--- config.mk ---
export PLATFORM = sky130hd
export DESIGN_NAME = in_channel_fsm
export DESIGN_NICKNAME = d
export VERILOG_FILES = /design/src/rtl/in_channel_fsm.sv
export SDC_FILE = /design/constraint.sdc
export NUM_CORES = 1
export LEC_CHECK = 0
export ABC_CLOCK_PERIOD_IN_PS = 2500
export BUFFER_PORTS_ARGS = -buffer_cell sky130_fd_sc_hd__buf_2
export CORE_AREA = 5 5 78 80
export CTS_CLUSTER_DIAMETER = 100
export DETAILED_ROUTE_END_ITERATION = 8
export DIE_AREA = 0 0 83 85
export GPL_ROUTABILITY_DRIVEN = 0
export PLACE_DENSITY_LB_ADDON = 0.25
export SLEW_MARGIN = 25
export SYNTH_ARGS = -nofsm -noshare
export SYNTH_HDL_FRONTEND = slang
export SYNTH_SLANG_ARGS = --single-unit
--- constraint.sdc ---
create_clock -name i_clk -period 2.5 [get_ports i_clk]
set_clock_uncertainty 0.15 [all_clocks]
set_input_delay 0.125 -clock i_clk [delete_from_list [all_inputs] [get_ports i_clk]]
set_output_delay 0.125 -clock i_clk [all_outputs]
set_load 0.02 [all_outputs]
--- src/rtl/in_channel_fsm.sv ---
// Receive FSM for one router input channel: frames header/payload/parity, forwards each accepted byte to the FIFO one cycle later.
// Sticky error flag on a zero-length header or a parity mismatch; i_ch_en low stalls with no state change.
module in_channel_fsm #(
    parameter int data_size       = 8,
    parameter int pkt_length_bits = 5,
    parameter int pkt_addr_bits   = data_size - pkt_length_bits
) (
    input  logic                 i_clk,
    input  logic                 i_rstn,
    input  logic                 i_ch_en,
    input  logic [data_size-1:0] i_data_in,
    input  logic                 i_clr_errors,
    output logic                 o_busy,
    output logic                 o_error,
    output logic [data_size-1:0] o_data_out,
    output logic                 o_pkt_to_fifo_en
);

    typedef enum logic [1:0] {IDLE, PAYLOAD, PARITY} state_t;

    // The length field is whatever lies below the address field.
    localparam int LEN_MSB = data_size - pkt_addr_bits - 1;

    state_t                     state_q, state_d;
    logic [pkt_length_bits-1:0] cnt_q, cnt_d;
    logic [data_size-1:0]       par_q, par_d;
    logic                       busy_q, busy_d;
    logic                       err_q, err_d;
    logic [data_size-1:0]       dout_q, dout_d;
    logic                       wen_q, wen_d;
    logic [pkt_length_bits-1:0] hdr_len;

    assign hdr_len = i_data_in[LEN_MSB:0];

    always_ff @(posedge i_clk or negedge i_rstn) begin
        if (!i_rstn) begin
            state_q <= IDLE;
            cnt_q   <= '0;
            par_q   <= '0;
            busy_q  <= 1'b0;
            err_q   <= 1'b0;
            dout_q  <= '0;
            wen_q   <= 1'b0;
        end else begin
            state_q <= state_d;
            cnt_q   <= cnt_d;
            par_q   <= par_d;
            busy_q  <= busy_d;
            err_q   <= err_d;
            dout_q  <= dout_d;
            wen_q   <= wen_d;
        end
    end

    always_comb begin
        state_d = state_q;
        cnt_d   = cnt_q;
        par_d   = par_q;
        busy_d  = busy_q;
        dout_d  = dout_q;
        wen_d   = 1'b0;
        // Clear first so that an error event below overrides a coincident clear.
        err_d   = err_q & ~i_clr_errors;

        unique case (state_q)
            IDLE: begin
                if (i_ch_en && !err_q) begin
                    if (hdr_len == '0) begin
                        err_d = 1'b1;
                    end else begin
                        dout_d  = i_data_in;
                        wen_d   = 1'b1;
                        par_d   = i_data_in;
                        cnt_d   = hdr_len;
                        busy_d  = 1'b1;
                        state_d = PAYLOAD;
                    end
                end
            end
            PAYLOAD: begin
                if (i_ch_en) begin
                    dout_d = i_data_in;
                    wen_d  = 1'b1;
                    par_d  = par_q ^ i_data_in;
                    cnt_d  = cnt_q - 1'b1;
                    if (cnt_q == {{(pkt_length_bits-1){1'b0}}, 1'b1}) begin
                        state_d = PARITY;
                    end
                end
            end
            PARITY: begin
                if (i_ch_en) begin
                    dout_d  = i_data_in;
                    wen_d   = 1'b1;
                    busy_d  = 1'b0;
                    state_d = IDLE;
                    if (i_data_in != par_q) begin
                        err_d = 1'b1;
                    end
                end
            end
            default: begin
                state_d = IDLE;
            end
        endcase
    end

    assign o_busy           = busy_q;
    assign o_error          = err_q;
    assign o_data_out       = dout_q;
    assign o_pkt_to_fifo_en = wen_q;

endmodule

==> flow_summary.yaml, run 1 <==
cells_and_area:
  n_antenna_cell: 0
  nFillCells: 571
  area_growth_pct: 21.7
  finalInstanceArea_sq_um: 1870
  drive_gt1_frac: 0.251
  layout.nets: 204
setup_path:
  cp_top_family: "simple AND/OR/NAND/NOR gates"
  cp_cell_sequence: "inv_1 -> ha_2 -> nor3b_2 -> nand2_1 -> o2111ai_2 -> mux2_2"
  end_kind: "flip-flop"
  critPathMaxFanout: 10
  cp-start-kind: "flip-flop"
  path_class: "reg2reg"
  required_ps: 2520
  crit_arrival_ps: 2290
  path_buf_inv: 1
  slowest_stage: "dfrtp_1"
  slowest_delay_ps: 420
yosys:
  ys_seq_area_frac: 0.424
  synth.distinct_cells: 37
  ys_ff_latch: 26
  synth_top_area_frac: 0.424
  yosysMostFrequentCell: "dfrtp_1"
  synth_nets: 173
  synth.largest_area_cell: "dfrtp_1"
  synthCells: 153
  synth_top_flop_cell: "dfrtp_1"
  synth-async-reset-ratio: 1.00
  synth_warnings: 0
  syn_area_sq_um: 1540
  synth_commonest_cells: "26 x dfrtp_1, 15 x nor2_1, 14 x a21oi_1"
  synth_edf_count: 0
  synthTopCellsByArea: "dfrtp_1 42%, mux2_2 7.3%, ha_1 6.5%"
  synth.avg_cell_area_sq_um: 10.0
global_routing:
  grt_pass1_vias: 1180
  grt_max_degree: 27
  grt_overflow_total: 0
  groute.usage.overall: 0.0996
  grt_pass1_wl_um: 5720
  antenna_found_initial: 0
clock_network:
  cts_buffers: 3
  cts.sinks: 26
  cts.clk_slew.worst_paths_ps: 90
  cts.path.max_buffers: 2
  htreeDepth: 1
  cts_tree: "built"
  insertion_delay_ps: 270
  root_buffer: "clkbuf_8"
  cts_setup_buffers: 0
job:
  max_cap_violations: 0
place:
  port_buffers: 22
  dp_hpwl_um: 2470
  place_area_sq_um: 1710
floorplan:
  initial_core_util: 0.288
  die_area_sq_um: 7060
  rows: 27
  fp.dieW_um: 83
  coreArea_sq_um: 5340
  die_h_um: 85
  pin_count: 23
route:
  drt-wirelength-per-cell_um: 13.1
  vias_per_cell: 4.86
  first_iter_violations: 66
  drt-total-wl_um: 3340
  ant_nets: 0
  first_pass_iters: 4
  drc: 0
  vias: 1240
pwr:
  p_per_area_nw_per_um2: 1230
  power_leakage_uw: 0.000769
  irDropWorstVdd_mv: 0.475
  power_uw: 2290
sta:
  rsz0062_at_grt: "false"
  max-slew-margin-rel: 0.598
  tns_ps: 0
  final-hold-violation-count: 0
  finalSetupViolations: 0
  min_period_over_period: 0.908
  final-max-slew-violation-count: 0
  max_freq_mhz: 441
  period_minus_slack_ps: 2270
  tightest_slew_ps: 603
run_status:
  status: "finished clean"
worst_hold_path:
  hold_path.class: "in2reg"
[per-layer routing]
layer  wire length, um  GRT usage
met5                 0          0
met4                15     0.0223
met3               158     0.0311
met2              1560      0.163
met1              1610      0.129
[metrics by stage]
stage	hold WS [ps]	setup slack, ps	utilization	instances
floorplan	-321	351	-	153
global placement	26.1	166	0.321	243
detailed placement	30.7	144	0.321	243
CTS	1.55	133	0.350	255
global route	8.46	86.8	0.350	255
finish	14.0	231	0.350	255
[registers in the layout, indices dropped and copies added (netlist names)]
name and count:
o_data_out 8, par_q 8, cnt_q 5, state_q 2
o_busy 1, o_error 1, o_pkt_to_fifo_en 1
[layout make-up]
| cell class | instances | area [sq um] | area share |
|---|---|---|---|
| sequential | 26 | 651 | 0.348 |
| tap | 72 | 90.1 | 0.0482 |
| clock buffer | 3 | 41.3 | 0.0221 |
| timing repair buffer | 33 | 213 | 0.114 |
| multi-input combinational | 111 | 810 | 0.433 |
| clock inverter | 1 | 30.0 | 0.0161 |
| inverter | 9 | 33.8 | 0.0181 |
[cell families after synthesis]
| family | after synthesis | share of synthesized area |
|---|---|---|
| muxes | 10 | 0.0734 |
| AOI/OAI and AO/OA | 40 | 0.191 |
| xor gates and xnor gates | 8 | 0.0456 |
| buffers and inverters | 16 | 0.0505 |
| DFF | 26 | 0.424 |
| adders and majority gates | 8 | 0.0652 |
| and+or+nand+nor | 45 | 0.151 |
[layout by cell type (no fill, tap or decap), drive strengths merged, types with 2 or more instances in the layout]
master,count
o2111ai,2
a31oi,2
a2111o,2
nand2b,3
o221ai,2
o21ai,7
dlygate4sd3,8
mux2,10
nand2,9
buf,25
clkbuf,3
dfrtp,26
xnor2,8
nand4,2
nor2,15
nor3,4
inv,9
nand3,4
and2,2
ha,8
a21oi,14
a311oi,5
[path summary, 6_finish.rpt]
kind	from	end	slack [ps]	cells after the start
min	i_data_in[4]	par_q[4]$_DFFE_PN0P_	10	2
max in group asynchronous	i_rstn	par_q[2]$_DFFE_PN0P_	1580	2
max reg2reg	state_q[1]$_DFFE_PN0P_	o_data_out[0]$_DFFE_PN0P_	230	6
min in group asynchronous	i_rstn	par_q[0]$_DFFE_PN0P_	240	2
max	state_q[1]$_DFFE_PN0P_	o_data_out[0]$_DFFE_PN0P_	230	6
min reg2reg	o_data_out[1]$_DFFE_PN0P_	o_data_out[1]$_DFFE_PN0P_	360	1
[power breakdown]
group	switching (uW)	total (uW)	internal, uW	leakage, uW
clock	139	354	214	0.0000357
sequential	179	807	628	0.000311
combinational	615	1130	514	0.000422
total	933	2290	1360	0.000769
[repair_timing]
action | CTS | global route
hold endpoints to repair | 33 | 0
resized for setup | 0 | 1
endpoints found under the setup margin | 0 | 8
hold buffers | 8 | 0
Power figures use the tool's default switching activity.
==> run 2: changes to the inputs <==
==> config.mk (replaced) <==
export PLATFORM = sky130hd
export DESIGN_NAME = in_channel_fsm
export DESIGN_NICKNAME = d
export VERILOG_FILES = /design/src/rtl/in_channel_fsm.sv
export SDC_FILE = /design/constraint.sdc
export NUM_CORES = 1
export LEC_CHECK = 0
export ABC_AREA = 1
export ABC_CLOCK_PERIOD_IN_PS = 2500
export BUFFER_PORTS_ARGS = -buffer_cell sky130_fd_sc_hd__buf_2
export CORE_AREA = 5 5 81 83
export CTS_BUF_LIST = sky130_fd_sc_hd__clkbuf_4 sky130_fd_sc_hd__clkbuf_8
export CTS_CLUSTER_DIAMETER = 100
export DETAILED_ROUTE_END_ITERATION = 8
export DIE_AREA = 0 0 86 88
export GPL_ROUTABILITY_DRIVEN = 0
export PLACE_DENSITY_LB_ADDON = 0.25
export SLEW_MARGIN = 10
export SYNTH_ARGS = -nofsm -noshare
export SYNTH_HDL_FRONTEND = slang
export SYNTH_SLANG_ARGS = --single-unit
==> run 2 against run 1 <==
Net effect: die area is 7.3% higher; register-to-register slack better by 420 ps; cell area is 6.0% higher; critical endpoint is now par_q[5]$_DFFE_PN0P_; synthesized cell count is 42% higher; via count is 12% higher; sequential cell count stayed put; non-clock buffer count is 2 lower; setup slack better by 420 ps; wire length is 5.1% higher; clock-buffer cell count stayed put.
==> flow_summary.yaml, run 2 <==
run_status:
  status: "finished clean"
cells_and_area:
  final_common_cell: "nand2_1"
  final_cell_mix: "82 x nand2_1, 26 x dfrtp_1, 24 x inv_1, 22 x buf_2, 14 x nand2_2"
  finalInstanceArea_sq_um: 1980
  fin_cells: 324
  layout.nets: 270
  nFillCells: 621
  area_growth_pct: 19.3
  n_antenna_cell: 0
  drive_gt1_frac: 0.245
global_routing:
  grt_pass1_wl_um: 6100
  grt_overflow_total: 0
  grt_util_met2: 0.181
  antenna_found_initial: 0
  grt_pass1_vias: 1362
  grt_max_degree: 27
  groute.usage.overall: 0.102
  grtUsageMet1: 0.124
  busiest_layer: "met2"
  gr-usage-met3: 0.0113
yosys:
  synthTopCellsByArea: "dfrtp_1 39%, nand2_1 19%, ha_1 6.0%"
  synth_top_area_frac: 0.392
  synth_warnings: 0
  synth.distinct_cells: 22
  syn_area_sq_um: 1660
  synth_commonest_cells: "82 x nand2_1, 26 x dfrtp_1, 24 x inv_1"
  yosysMostFrequentCell: "nand2_1"
  synth_nets: 238
  synthCells: 218
  synth.largest_area_cell: "dfrtp_1"
  synth-async-reset-ratio: 1.00
  synth.avg_cell_area_sq_um: 7.61
  synth_edf_count: 0
  ys_ff_latch: 26
  synth_top_flop_cell: "dfrtp_1"
  ys_seq_area_frac: 0.392
floorplan:
  pin_count: 23
  coreArea_sq_um: 5780
  rows: 28
  die_area_sq_um: 7570
  die_h_um: 88
  initial_core_util: 0.287
  fp.dieW_um: 86
setup_path:
  slowest_stage: "dfrtp_1"
  path_buf_inv: 2
  critPathMaxFanout: 17
  cp-startpoint: "state_q[1]$_DFFE_PN0P_"
  worstReg2RegStart: "state_q[1]$_DFFE_PN0P_"
  cp_top_family: "simple AND/OR/NAND/NOR gates"
  path_class: "reg2reg"
  cp-start-kind: "flip-flop"
  crit_arrival_ps: 1910
  slowest_delay_ps: 420
  required_ps: 2560
  end_kind: "flip-flop"
  cp_cell_sequence: "inv_1 -> ha_1 -> nand2_1 -> o21ai_2 -> inv_2 -> nand3_4 -> nand2_1 -> o21ai_2"
place:
  pre_cts_ws_ps: 627
  port_buffers: 22
  place_area_sq_um: 1830
  placed_cells: 312
  dp_hpwl_um: 2580
route:
  drc: 0
  vias: 1393
  ant_nets: 0
  drt-wirelength-per-cell_um: 10.8
  drt-total-wl_um: 3510
  first_pass_iters: 4
  first_iter_violations: 65
  vias_per_cell: 4.30
pwr:
  power_leakage_uw: 0.00105
  power_uw: 2610
  p_per_area_nw_per_um2: 1320
  irDropWorstVdd_mv: 0.443
sta:
  tightest_slew_ps: 606
  period_minus_slack_ps: 1850
  setup_ws_ps: 650
  min_period_over_period: 0.740
  final-hold-violation-count: 0
  max_freq_mhz: 540
  final-max-slew-violation-count: 0
  rsz0062_at_grt: "false"
  tns_ps: 0
  max-slew-margin-rel: 0.596
  finalSetupViolations: 0
clock_network:
  cts.path.max_buffers: 2
  root_buffer: "clkbuf_8"
  cts.clk_slew.worst_paths_ps: 100
  post_cts_resized: 0
  htreeDepth: 1
  insertion_delay_ps: 280
  cts.sinks: 26
  cts_setup_buffers: 0
  cts_buffers: 3
  cts_tree: "built"
worst_hold_path:
  worstHoldStart: "i_data_in[2]"
  hold_path.class: "in2reg"
job:
  max_cap_violations: 0
-- run 2: report_power, final --
part	internal, uW	switching (uW)	leakage, uW
Combinational	524	942	0.000697
Clock	214	145	0.0000357
Sequential	635	151	0.000322
Total	1370	1240	0.00105
-- run 2: final cells by class --
class	instances	area, sq um	share of cell area
Inverter	28	105	0.0531
Sequential cell	26	651	0.329
Clock inverter	1	30.0	0.0152
Tap cell	75	93.8	0.0474
Clock buffer	3	41.3	0.0209
Timing Repair Buffer	31	198	0.0999
Multi-Input combinational cell	160	861	0.435
-- run 2: worst paths after layout --
check / end / slack (ps) / depth (start not counted)
min reg2reg: o_data_out[6]$_DFFE_PN0P_ / 330 / 2
min in group asynchronous: cnt_q[2]$_DFFE_PN0P_ / 230 / 2
max in group asynchronous: o_data_out[3]$_DFFE_PN0P_ / 1570 / 2
min: o_data_out[2]$_DFFE_PN0P_ / 30 / 3
max reg2reg: par_q[5]$_DFFE_PN0P_ / 650 / 8
max: par_q[5]$_DFFE_PN0P_ / 650 / 8
-- run 2: cells by family (layout without fill, tap and decap cells) --
family / after synthesis / after routing / share of synthesized area
flip-flops: 26 / 26 / 0.392
adder cells (fa/ha/maj): 8 / 8 / 0.0603
XOR/XNOR: 2 / 2 / 0.0106
buffers and inverters: 32 / 63 / 0.0890
AND/OR/NAND/NOR: 122 / 122 / 0.337
AO/OA/AOI/OAI: 28 / 28 / 0.111
-- run 2: per-layer routing --
metal  wire length [um]  up-vias
met5                  0        -
li1                   -      741
met2               1630       26
met3                127        4
met1               1700      622
met4                 57        0
-- run 2: timing repair --
action / in CTS / in global routing
setup endpoints to repair: 0 / 0
hold endpoints to repair: 33 / 0
hold buffers: 8 / 0
-- run 2: worst reg2reg max path: cells and delay by family, from the launching register on --
| kind | cells | cell delay (ps) |
|---|---|---|
| AND/OR/NAND/NOR | 3 | 490 |
| flip-flops | 1 | 420 |
| adder cells (fa/ha/maj) | 1 | 370 |
| buffers and inverters | 2 | 190 |
| AO/OA/AOI/OAI | 2 | 160 |
-- run 2: stage by stage --
step                 util  hold WS, ps
finish              0.342         25.8
global route        0.342         31.5
CTS                 0.342         20.5
detailed placement  0.316         38.4
global placement    0.316         36.1
floorplan               -         -321
==> run 3: changes to the inputs <==
--- a/config.mk
+++ b/config.mk
@@ -6,7 +6,7 @@
 export NUM_CORES = 1
 export LEC_CHECK = 0
 export ABC_AREA = 1
-export ABC_CLOCK_PERIOD_IN_PS = 2500
+export ABC_CLOCK_PERIOD_IN_PS = 1720
 export BUFFER_PORTS_ARGS = -buffer_cell sky130_fd_sc_hd__buf_2
 export CORE_AREA = 5 5 81 83
 export CTS_BUF_LIST = sky130_fd_sc_hd__clkbuf_4 sky130_fd_sc_hd__clkbuf_8
==> constraint.sdc (replaced) <==
create_clock -name i_clk -period 1.72 [get_ports i_clk]
set_clock_uncertainty 0.15 [all_clocks]
set_input_delay 0.086 -clock i_clk [delete_from_list [all_inputs] [get_ports i_clk]]
set_output_delay 0.086 -clock i_clk [all_outputs]
set_load 0.02 [all_outputs]
==> run 3 against run 2 <==
Net effect: via count up 3.7%; worst hold slack improved by 160 ps; largest cell class unchanged; highest routed layer unchanged; maximum frequency increased by 16%; cell area rose by 7.0%.
==> flow_summary.yaml, run 3 (synthesis results as in run 2) <==
setup_path:
  slowest_delay_ps: 410
  crit_arrival_ps: 1610
  reg2reg_depth: 7
  path_class: "reg2reg"
  ff2ff_setup_slack_ps: 120
  cp_cell_sequence: "inv_2 -> ha_4 -> nand2_1 -> o21ai_4 -> nand3_4 -> nand2_1 -> o21ai_2"
  cp-start-kind: "flip-flop"
  required_ps: 1730
  critPathMaxFanout: 8
  end_kind: "flip-flop"
  cpMostUsedCell: "nand2_1"
  slowest_stage: "dfrtp_1"
cells_and_area:
  final_common_cell: "nand2_1"
  layout.nets: 283
  finalInstanceArea_sq_um: 2120
  area_growth_pct: 27.6
  drive_gt1_frac: 0.295
  final_cell_mix: "82 x nand2_1, 26 x dfrtp_1, 22 x inv_1, 22 x buf_2, 13 x nand2_2"
  n_antenna_cell: 0
route:
  drt-wirelength-per-cell_um: 11.3
  drt-total-wl_um: 3780
  ant_nets: 0
  vias: 1444
  vias_per_cell: 4.30
  drc: 0
  first_pass_iters: 4
  first_iter_violations: 73
clock_network:
  cts.sinks: 26
  insertion_delay_ps: 270
  cts.clk_slew.worst_paths_ps: 100
  root_buffer: "clkbuf_8"
  cts_tree: "built"
  cts_setup_buffers: 0
  htreeDepth: 1
  cts.path.max_buffers: 2
  cts_buffers: 3
run_status:
  status: "finished clean"
floorplan:
  coreArea_sq_um: 5780
  rows: 28
  die_h_um: 88
  fp.dieW_um: 86
  die_area_sq_um: 7570
  pin_count: 23
  initial_core_util: 0.287
global_routing:
  grt_max_degree: 27
  grt_overflow_total: 0
  antenna_found_initial: 0
  grt_pass1_vias: 1294
  grt_pass1_wl_um: 6030
  groute.usage.overall: 0.100
sta:
  min_period_over_period: 0.930
  final-hold-violation-count: 0
  setup_ws_ps: 121
  max-slew-margin-rel: 0.604
  tns_ps: 0
  fin_hold_ws_ps: 185
  tightest_slew_ps: 594
  max_freq_mhz: 625
  period_minus_slack_ps: 1600
  final-max-slew-violation-count: 0
  finalSetupViolations: 0
worst_hold_path:
  hold_path.class: "in2async"
place:
  place_area_sq_um: 1890
  dp_hpwl_um: 2650
  port_buffers: 22
  pre_cts_ws_ps: -47.5
pwr:
  power_leakage_uw: 0.00111
  irDropWorstVdd_mv: 0.493
  p_per_area_nw_per_um2: 1900
  power_uw: 4020
job:
  max_cap_violations: 0
run 3: critical path: cells and delay by family, from the launching register on:
family	cells	cell delay (ps)
buf+inv	1	70
compound gates	2	160
simple gates	3	400
fa+ha+maj	1	280
flops	1	410
run 3: area by class of cell:
type                       instances  area [sq um]
sequential                        26           651
tap                               75          93.8
clock buffer                       3          41.3
fill                             613          3660
timing repair buffer              42           288
multi-input combinational        162           938
inverter                          28           105
run 3: report_power, final:
| group | internal (uW) | total (uW) | switching (uW) |
|---|---|---|---|
| combinational | 974 | 2530 | 1560 |
| sequential | 924 | 1130 | 210 |
| clock | 157 | 355 | 197 |
run 3: routing by layer:
layer | track usage | wire, um
met1 | 0.138 | 1810
met4 | 0.0388 | 53
met2 | 0.160 | 1790
met5 | 0 | 0
met3 | 0.0113 | 130
run 3: final timing paths:
check | startpoint | to
hold reg to reg | o_data_out[6]$_DFFE_PN0P_ | o_data_out[6]$_DFFE_PN0P_
min in group i_clk | o_data_out[6]$_DFFE_PN0P_ | o_data_out[6]$_DFFE_PN0P_
setup reg to reg | state_q[0]$_DFFE_PN0P_ | o_data_out[0]$_DFFE_PN0P_
setup / recovery | state_q[0]$_DFFE_PN0P_ | o_data_out[0]$_DFFE_PN0P_
hold / removal | i_rstn | o_pkt_to_fifo_en$_DFF_PN0_
max in group asynchronous | i_rstn | par_q[5]$_DFFE_PN0P_
run 3: repair_timing:
item                                    in CTS  in global routing
hold endpoints to repair                    38                  0
hold buffers                                11                  0
endpoints found under the setup margin      16                 23
pin swaps                                    0                  2
cloned                                       0                  2
resized for setup                            1                 12
run 3: through the flow:
stage          std cells  utilization
3_3_place_gp         320        0.327
5_1_grt              336        0.366
6_report             336        0.366
4_1_cts              334        0.353
2_1_floorplan        218            -
3_5_place_dp         320        0.327
